[src/rtl/sng_stream_sched.sv]
// Purpose: round-robin scheduler that time-shares one SNG among NUM_REQ weight requesters.
// Latency: a weight accepted (fire) at cycle t appears as a registered bitstream beat at t+1.
// Backpressure: out_ready low with a full output slot drops req_ready and sng_r_ready, freezing SNG phase k.
//
// Ports:
//   clk, rst                   clock, synchronous active-high reset
//   req_valid/req_data/req_last/req_ready   per-requester weight streams (req_ready one-hot or zero)
//   sng_w_data/sng_w_valid/sng_r_ready/sng_wlast   drive the shared SNG
//   sng_bitstream              SNG bitstream, combinational in the SNG's current k
//   out_valid/out_ready/out_bitstream/out_id/out_phase/out_last   registered output beat
module sng_stream_sched #(
    parameter int NUM_REQ   = 4,
    parameter int QUANT     = 8,
    parameter int BITSTREAM = 64,
    parameter int PHASES    = 8,
    localparam int ID_W     = $clog2(NUM_REQ)
) (
    input  logic                     clk,
    input  logic                     rst,
    input  logic [NUM_REQ-1:0]       req_valid,
    input  logic [NUM_REQ*QUANT-1:0] req_data,
    input  logic [NUM_REQ-1:0]       req_last,
    output logic [NUM_REQ-1:0]       req_ready,
    output logic [QUANT-1:0]         sng_w_data,
    output logic                     sng_w_valid,
    output logic                     sng_r_ready,
    output logic                     sng_wlast,
    input  logic [BITSTREAM-1:0]     sng_bitstream,
    output logic                     out_valid,
    input  logic                     out_ready,
    output logic [BITSTREAM-1:0]     out_bitstream,
    output logic [ID_W-1:0]          out_id,
    output logic [2:0]               out_phase,
    output logic                     out_last
);

    typedef enum logic [1:0] {
        FLUSH  = 2'd0,
        IDLE   = 2'd1,
        STREAM = 2'd2
    } state_t;

    typedef struct packed {
        logic [BITSTREAM-1:0] bits;
        logic [ID_W-1:0]      id;
        logic [2:0]           phase;
        logic                 last;
    } beat_t;

    state_t          state;
    state_t          state_nxt;
    logic [ID_W-1:0] rr_ptr;
    logic [ID_W-1:0] grant;
    logic [ID_W-1:0] pick;
    logic            pick_vld;
    logic [2:0]      k_mirror;
    logic [2:0]      k_inc;
    beat_t           out_q;
    logic            out_vld_q;

    logic             active;
    logic             streaming;
    logic             g_vld;
    logic             g_last;
    logic [QUANT-1:0] g_dat;
    logic             slot_free;
    logic             fire;

    // Outputs are forced to zero while rst is held so the SNG sees no
    // stray wlast/handshake; FLUSH then lasts exactly one cycle after release.
    assign active    = !rst;
    assign streaming = active && (state == STREAM);
    assign g_vld     = req_valid[grant];
    assign g_last    = req_last[grant];
    assign g_dat     = req_data[int'(grant)*QUANT +: QUANT];
    assign slot_free = !out_vld_q || out_ready;
    assign fire      = streaming && g_vld && slot_free;
    assign k_inc     = (k_mirror == 3'(PHASES-1)) ? 3'd0 : k_mirror + 3'd1;

    // Round-robin search starting just after the last served requester.
    always_comb begin
        pick     = rr_ptr;
        pick_vld = 1'b0;
        for (int i = 1; i <= NUM_REQ; i++) begin
            if (!pick_vld && req_valid[ID_W'((int'(rr_ptr) + i) % NUM_REQ)]) begin
                pick_vld = 1'b1;
                pick     = ID_W'((int'(rr_ptr) + i) % NUM_REQ);
            end
        end
    end

    // Next state and SNG/requester handshake outputs.
    always_comb begin
        state_nxt   = state;
        req_ready   = '0;
        sng_w_data  = '0;
        sng_w_valid = 1'b0;
        sng_r_ready = 1'b0;
        sng_wlast   = 1'b0;
        case (state)
            FLUSH: begin
                // wlast without a handshake parks the SNG at k=0 whatever its reset history.
                sng_wlast = active;
                state_nxt = IDLE;
            end
            IDLE: begin
                if (pick_vld) begin
                    state_nxt = STREAM;
                end
            end
            STREAM: begin
                if (streaming) begin
                    sng_w_data       = g_dat;
                    sng_w_valid      = g_vld;
                    sng_r_ready      = slot_free;
                    req_ready[grant] = slot_free;
                end
                // SNG gives wlast priority over increment, so it only rides on the final fire.
                sng_wlast = fire && g_last;
                if (fire && g_last) begin
                    state_nxt = IDLE;
                end
            end
            default: begin
                state_nxt = FLUSH;
            end
        endcase
    end

    always_ff @(posedge clk) begin
        if (rst) begin
            state     <= FLUSH;
            rr_ptr    <= ID_W'(NUM_REQ-1);
            k_mirror  <= 3'd0;
            grant     <= '0;
            out_vld_q <= 1'b0;
            out_q     <= '0;
        end else begin
            state <= state_nxt;
            if (state == FLUSH) begin
                k_mirror <= 3'd0;
            end
            if ((state == IDLE) && pick_vld) begin
                grant <= pick;
            end
            if (fire) begin
                out_q.bits  <= sng_bitstream;
                out_q.id    <= grant;
                out_q.phase <= k_mirror;
                out_q.last  <= g_last;
                out_vld_q   <= 1'b1;
                if (g_last) begin
                    k_mirror <= 3'd0;
                    rr_ptr   <= grant;
                end else begin
                    k_mirror <= k_inc;
                end
            end else if (out_ready) begin
                out_vld_q <= 1'b0;
            end
        end
    end

    assign out_valid     = out_vld_q;
    assign out_bitstream = out_q.bits;
    assign out_id        = out_q.id;
    assign out_phase     = out_q.phase;
    assign out_last      = out_q.last;

endmodule

[config.mk]
export PLATFORM = sky130hd
export DESIGN_NAME = sng_stream_sched
export DESIGN_NICKNAME = d
export VERILOG_FILES = /design/src/rtl/sng_stream_sched.sv
export SDC_FILE = /design/constraint.sdc
export NUM_CORES = 1
export LEC_CHECK = 0
export ABC_CLOCK_PERIOD_IN_PS = 1900
export BUFFER_PORTS_ARGS = -buffer_cell sky130_fd_sc_hd__buf_2
export CAP_MARGIN = 20
export CORE_MARGIN = 2
export CORE_UTILIZATION = 39
export DETAILED_ROUTE_END_ITERATION = 8
export PLACE_DENSITY = 0.73
export RECOVER_POWER = 100
export SLEW_MARGIN = 20
export SYNTH_ARGS = -nofsm -noshare
export SYNTH_HDL_FRONTEND = slang
export SYNTH_SLANG_ARGS = --single-unit
[constraint.sdc]
create_clock -name clk -period 1.9 [get_ports clk]
set_clock_uncertainty 0.05 [all_clocks]
set_input_delay 0.285 -clock clk [delete_from_list [all_inputs] [get_ports clk]]
set_output_delay 0.285 -clock clk [all_outputs]
set_load 0.02 [all_outputs]
==> run_results.csv, run 1 <==
group,metric,value,unit
worst_setup_path,setup.worst_path.start_class,"flop",
worst_setup_path,worstPathMaxFanout,4,
cells_and_area,area_growth,39.7,%
sta,finalCritPeriodShare,108,%
clocking,clk_transition_reported_paths,90,ps
worst_setup_path,worst_r2r_endpoint,"k_mirror[2]",
worst_setup_path,critPathLaunch,"grant[0]",
place,setup_slack_after_placement,39.4,ps
worst_hold_path,hold_path_class,"in -> reg",
yosys,post_syn_nets,503,
drt,number_of_violations_reported_at_the_end_of_detailed_routing_iteration_0,111,
global_route,antenna_found_initial,0,
sta,timing.fmax,489,MHz
place,detailed_place.area,0.00433,mm^2
drt,route.vias.total,3427,
yosys,yosys.cell_types.count,33,
worst_setup_path,r2r_cells,6,
global_route,grt_start_max_net_pins,73,
place,place.detailed.hpwl,6610,um
outcome,run_status,"complete, but fails checks",
yosys,synth_commonest_cells,"sky130_fd_sc_hd__nand2_1, sky130_fd_sc_hd__dfxtp_1, sky130_fd_sc_hd__a21oi_1",
global_route,global_route.usage.total,19.2,%
yosys,post_synth_main_area_contributors,"sky130_fd_sc_hd__dfxtp_1, sky130_fd_sc_hd__nand2_1, sky130_fd_sc_hd__a21oi_1",
clocking,hold_buffers,0,
cells_and_area,finish.net_count,699,
worst_setup_path,crit_chain,"buf_6 -> mux4_2 -> nand4_1 -> o21ai_1 -> buf_4",
power,leakage,1.86,nW
sta,slew-limit-headroom,59.2,%
yosys,async_sr_flop_fraction,0,%
drt,routed_wirelength,9840,um
place,finalWeightedCongestion,0.827,
sta,finalCriticalPeriod,2040,ps
global_route,overflow,0,
yosys,area_share_of_the_largest_cell_type_after_synthesis,47.9,%
yosys,syn-instance-count,394,
yosys,synth_sequential_area_ratio,47.9,%
yosys,synth.cell_area,0.00334,mm^2
sta,worst_slew_pin_slew,611,ps
floorplanning,fp.dieW,96.6,um
drt,wl_per_cell,14.1,um
sta,setup_viol,43,
cells_and_area,num_antenna_cells,0,
worst_setup_path,setup.worst_path.end_class,"primary output",
worst_setup_path,cp-endpoint,"sng_wlast",
job,max_cap_viol_count,0,
clocking,cts_root_buffer,"sky130_fd_sc_hd__clkbuf_8",
worst_setup_path,critical_path.max_stage_delay,490,ps
floorplanning,total_die_area,0.00932,mm^2
power,power-per-cell-area,798,mW/mm^2
floorplanning,core_area,0.00826,mm^2
clocking,cts.sinks,80,
yosys,synth_edf_count,0,
clocking,htree_levels,3,
sta,whs,127,ps
global_route,grt_pass1_wl,14000,um
clocking,buffer_depth_of_the_longest_clock_path,2,
worst_setup_path,criticalPathCategory,"reg -> out",
outcome,violations,"setup timing",
place,placement.io_buffers,192,
drt,vias_per_cell,4.90,
drt,detail-route-antenna-nets,0,
worst_setup_path,critPathSlowestCell,"sky130_fd_sc_hd__mux4_2",
yosys,synth.avg_cell_area,8.48,um^2
yosys,yosys_warnings,0,
drt,drc,0,
sta,final_max_slew_viol_count,0,
clocking,clock_insertion_delay_worst_skew,340,ps
worst_setup_path,worstReg2RegStart,"grant[0]",
clocking,cts_bufs_inserted,9,
sta,postLayoutSetupSlackWorst,-143,ps
sta,final.setup.tns,-1350,ps
floorplanning,io_pins,193,
drt,detail_route.first_pass.iterations,4,
cells_and_area,post_route_cells_drive_above_1_share,32.4,%
sta,rsz0062_at_grt,"true",
yosys,synth.most_common_cell,"sky130_fd_sc_hd__nand2_1",
power,maximum_resistive_drop_on_vdd,0.404,mV
floorplanning,floorplan.rows,33,
yosys,yosys_register_bits,80,
worst_setup_path,critical_path_required,1560,ps
yosys,dominantRegCellSynth,"sky130_fd_sc_hd__dfxtp_1",
clocking,cts_tree,"built",
yosys,synthDominantAreaCellType,"sky130_fd_sc_hd__dfxtp_1",
worst_setup_path,regToRegSetupSlack,-20,ps
global_route,first_global_vias,3098,
floorplanning,die-height,96.6,um
cells_and_area,fill_cells,818,
floorplanning,start_util,40.5,%
cells_and_area,fin_util,56.5,%
worst_setup_path,worstPathArrival,1710,ps
sta,hold_viol,0,
cells_and_area,final_design_area_no_fill,0.00467,mm^2
## timing repair
action,in CTS,in global routing
pin swaps,2,1
cloned,0,3
setup endpoints to repair,13,92
gates resized for setup,12,15
buffers inserted,11,1
## routing by layer
| metal | vias up | routed length, um | global-route usage [%] |
|---|---|---|---|
| met5 | - | 0 | 0 |
| met4 | 0 | 140 | 6.81 |
| met3 | 14 | 705 | 4.34 |
| met2 | 133 | 4880 | 33.9 |
| met1 | 1576 | 4110 | 22.7 |
| li1 | 1704 | - | - |
## critical path, delay by kind of cell (launching register included)
kind,cells,cell delay [ps]
AOI/OAI and AO/OA,1,90
buffers and inverters,2,290
DFF,1,390
muxes,1,490
and+or+nand+nor,1,110
## layout by cell type, fill, tap and decap left out, types with 2 or more instances in the layout
cell and instances:
sky130_fd_sc_hd__nand2_1 146, sky130_fd_sc_hd__buf_2 115, sky130_fd_sc_hd__dfxtp_1 77, sky130_fd_sc_hd__clkbuf_1 72, sky130_fd_sc_hd__a21oi_1 69, sky130_fd_sc_hd__buf_4 16, sky130_fd_sc_hd__a21oi_2 11, sky130_fd_sc_hd__mux4_2 10
sky130_fd_sc_hd__clkbuf_8 9, sky130_fd_sc_hd__and2_1 8, sky130_fd_sc_hd__nor2_1 5, sky130_fd_sc_hd__nand3_1 4, sky130_fd_sc_hd__buf_6 4, sky130_fd_sc_hd__buf_12 4, sky130_fd_sc_hd__inv_1 3, sky130_fd_sc_hd__clkinv_4 3
sky130_fd_sc_hd__nor3b_2 2, sky130_fd_sc_hd__nand2b_1 2, sky130_fd_sc_hd__o22ai_1 2, sky130_fd_sc_hd__ha_1 2, sky130_fd_sc_hd__bufinv_16 2, sky130_fd_sc_hd__clkbuf_16 2, sky130_fd_sc_hd__dfxtp_2 2, sky130_fd_sc_hd__clkbuf_2 2
## through the flow
step | power (mW) | instances
2_1_floorplan | 2.13 | 394
3_3_place_gp | 2.32 | 672
3_5_place_dp | 2.34 | 672
4_1_cts | 3.76 | 699
5_1_grt | 3.90 | 700
6_report | 3.72 | 700
## power breakdown
| part | switching (mW) | internal, mW | total, mW | leakage (nW) |
|---|---|---|---|---|
| logic | 0.313 | 0.283 | 0.596 | 1.10 |
| registers | 0.0346 | 1.73 | 1.76 | 0.648 |
| clock network | 0.617 | 0.747 | 1.36 | 0.107 |
| total | 0.964 | 2.76 | 3.72 | 1.86 |
## state kept, by name, indices dropped and copies added (netlist names)
name           count
grant              2
k_mirror           3
out_bitstream     64
out_id             2
out_last           1
out_phase          3
out_valid          1
rr_ptr             2
state              2
## layout make-up
| type | instances | area [um^2] | share of cell area, % |
|---|---|---|---|
| Clock buffer | 10 | 128 | 2.74 |
| Inverter | 4 | 15.0 | 0.322 |
| Clock inverter | 6 | 93.8 | 2.01 |
| Multi-Input combinational cell | 281 | 1540 | 33.1 |
| Timing Repair Buffer | 214 | 1150 | 24.6 |
| Sequential cell | 80 | 1610 | 34.5 |
| Tap cell | 105 | 131 | 2.82 |
## logic make-up (layout without fill, tap and decap cells)
logic type,Yosys count,count (layout),share of synthesized area (%)
fa+ha+maj,2,2,0.749
buf+inv,33,234,7.04
compound gates,89,89,15.0
simple gates,180,180,22.5
mux,10,10,6.74
flops,80,80,47.9
## worst min-delay path by stage
stage	start	end	slack, ps	cells after the start
final	sng_bitstream[21]	out_bitstream[21]	130	3
after global routing	sng_bitstream[48]	out_bitstream[48]	110	3
after CTS	sng_bitstream[52]	out_bitstream[52]	110	3
after detailed placement	out_bitstream[33]	out_bitstream[33]	400	2
after global placement	out_bitstream[36]	out_bitstream[36]	390	2
after floorplan	sng_bitstream[10]	out_bitstream[10]	370	2
Note: power is estimated with default switching activity, not from simulation.
==> inputs of run 2 (changes only) <==
Settings changed: CORE_UTILIZATION 39 to 44, PLACE_DENSITY 0.73 to 0.8.
==> run 2 against run 1 <==
Net effect: the run still ends with setup timing left; maximum frequency rose by 1.1%; worst setup slack improved by 21 ps; utilization rose by 7.3 points; largest cell class unchanged; first-iteration DRC count rose by 91%.
==> run_results.csv, run 2 (synthesis gave the netlist of run 1 again) <==
group,metric,value,unit
power,totalPowerFinal,3.61,mW
job,max_cap_viol_count,0,
cells_and_area,multi_input_area,0.00154,mm^2
drt,vias_per_cell,5.05,
floorplanning,floorplan.rows,31,
sta,finalCriticalPeriod,2020,ps
sta,postLayoutSetupSlackWorst,-122,ps
cells_and_area,finish.net_count,698,
global_route,routing_layer_with_the_top_usage_in_global_route,"met2",
place,finalWeightedCongestion,0.775,
cells_and_area,fin_util,63.8,%
clocking,hold_buffers,0,
floorplanning,start_util,45.8,%
sta,worst_slew_pin_slew,484,ps
drt,route.vias.total,3497,
sta,whs,121,ps
sta,slew-limit-headroom,67.8,%
sta,timing.fmax,495,MHz
place,place.detailed.hpwl,6810,um
sta,finalCritPeriodShare,106,%
worst_setup_path,criticalPathCategory,"reg -> out",
cells_and_area,post_route_cells_drive_above_1_share,33.0,%
cells_and_area,num_antenna_cells,0,
floorplanning,io_pins,193,
worst_setup_path,worstPathMaxFanout,5,
clocking,htree_levels,3,
global_route,global_route.usage.total,22.7,%
drt,routed_wirelength,10100,um
drt,drc,0,
drt,number_of_violations_reported_at_the_end_of_detailed_routing_iteration_0,212,
worst_setup_path,setup.worst_path.start_class,"flop",
cells_and_area,area_growth,39.3,%
global_route,first_global_vias,3295,
cells_and_area,most_used_cells_in_the_layout_excluding_fill_and_tap_cells,"sky130_fd_sc_hd__nand2_1, sky130_fd_sc_hd__buf_2, sky130_fd_sc_hd__dfxtp_1",
clocking,clk_transition_reported_paths,90,ps
place,placement.io_buffers,192,
clocking,cts_bufs_inserted,9,
power,seq_power_share,48.9,%
global_route,grt_util_met3,5.48,%
sta,hold_viol,0,
drt,wl_per_cell,14.6,um
outcome,violations,"setup timing",
clocking,cts_tree,"built",
floorplanning,total_die_area,0.00831,mm^2
clocking,buffer_depth_of_the_longest_clock_path,2,
power,p_clk_share,34.3,%
global_route,use_met2,40.1,%
power,switching_power,977,uW
worst_setup_path,critical_path_required,1560,ps
floorplanning,core_area,0.00729,mm^2
worst_hold_path,hold_path_class,"in -> reg",
outcome,run_status,"complete, but fails checks",
sta,setup_viol,11,
global_route,grt_start_max_net_pins,73,
cells_and_area,ff_latch_area,0.00161,mm^2
drt,detail-route-antenna-nets,0,
sta,rsz0062_at_grt,"true",
worst_setup_path,worstPathArrival,1690,ps
cells_and_area,fill_cells,679,
worst_setup_path,regToRegSetupSlack,20,ps
power,p_sw_share,27.1,%
sta,final_max_slew_viol_count,0,
clocking,cts_root_buffer,"sky130_fd_sc_hd__clkbuf_8",
power,maximum_resistive_drop_on_vdd,0.392,mV
worst_setup_path,setup.worst_path.end_class,"primary output",
clocking,clock_insertion_delay_worst_skew,340,ps
power,leakage,1.86,nW
worst_setup_path,critPathSlowestCell,"sky130_fd_sc_hd__mux4_2",
drt,detail_route.first_pass.iterations,4,
global_route,overflow,0,
global_route,grt_pass1_wl,15500,um
power,power-per-cell-area,775,mW/mm^2
worst_setup_path,critical_path.max_stage_delay,550,ps
floorplanning,fp.dieW,91.1,um
worst_setup_path,crit_chain,"mux4_2 -> nand4_1 -> o21ai_1 -> buf_4",
power,cell_internal_pwr,2.63,mW
clocking,cts.sinks,80,
cells_and_area,largest_register_ffs,64,
cells_and_area,layout.cells.most_common,"sky130_fd_sc_hd__nand2_1",
global_route,antenna_found_initial,0,
global_route,global_route.usage.met1,26.3,%
power,power.share.combinational,16.8,%
floorplanning,die-height,91.1,um
[run 2: changes by cell type in the layout (fill, tap and decap cells not counted), moves of 2 or more]
cell                       previous run  this run
sky130_fd_sc_hd__clkinv_4             3         1
sky130_fd_sc_hd__and2_1               8         1
sky130_fd_sc_hd__buf_2              115       109
sky130_fd_sc_hd__and2_4               1         8
sky130_fd_sc_hd__buf_6                4         9
[run 2: layout make-up]
| cell class | instances | share of cell area [%] |
|---|---|---|
| tap | 99 | 2.66 |
| clock inverter | 6 | 1.45 |
| clock buffer | 10 | 2.74 |
| inverter | 4 | 0.323 |
| sequential | 80 | 34.6 |
| multi-input combinational | 281 | 33.1 |
| timing repair buffer | 213 | 25.2 |
[run 2: path summary, 6_finish.rpt]
path                     start  cells past startpoint           endpoint
min          sng_bitstream[54]                      3  out_bitstream[54]
max reg2reg           grant[0]                      6  out_bitstream[53]
min reg2reg  out_bitstream[44]                      2  out_bitstream[44]
max                   grant[0]                      4          sng_wlast
[run 2: repair_timing]
item | 4_1_cts | 5_1_grt
endpoints found under the setup margin | 14 | 24
setup buffers | 6 | 2
pin swaps | 9 | 0
cloned | 0 | 2
resized for setup | 33 | 7
[run 2: worst max-delay path, delay by kind of cell, from the launching register on]
family                 cells  cell delay (ps)
muxes                      1              550
AOI/OAI and AO/OA          1              100
buffers and inverters      1              180
DFF                        1              400
and+or+nand+nor            1              130
[run 2: metrics by stage]
stage / instance area (um^2) / setup WS (ps) / TNS (ps) / std cells
after floorplan: 3340 / 78.4 / 0 / 394
after global placement: 4330 / 88.6 / 0 / 667
after detailed placement: 4330 / 41.9 / 0 / 667
after CTS: 4660 / -106 / -884 / 689
after global routing: 4650 / -193 / -3340 / 693
final: 4650 / -122 / -753 / 693
[run 2: per-layer routing]
| metal | up-vias | part of all wire, % |
|---|---|---|
| met5 | - | 0 |
| li1 | 1698 | - |
| met4 | 0 | 1.4 |
| met1 | 1646 | 40 |
| met3 | 18 | 6.8 |
| met2 | 135 | 51 |
[run 2: power by group through the flow]
stage	Combinational [mW]	Sequential (mW)	Clock, mW
6_report	0.605	1.77	1.24
4_1_cts	0.590	1.76	1.27
3_3_place_gp	0.523	1.80	0
5_1_grt	0.653	1.77	1.36
2_1_floorplan	0.295	1.84	0
3_5_place_dp	0.539	1.80	0
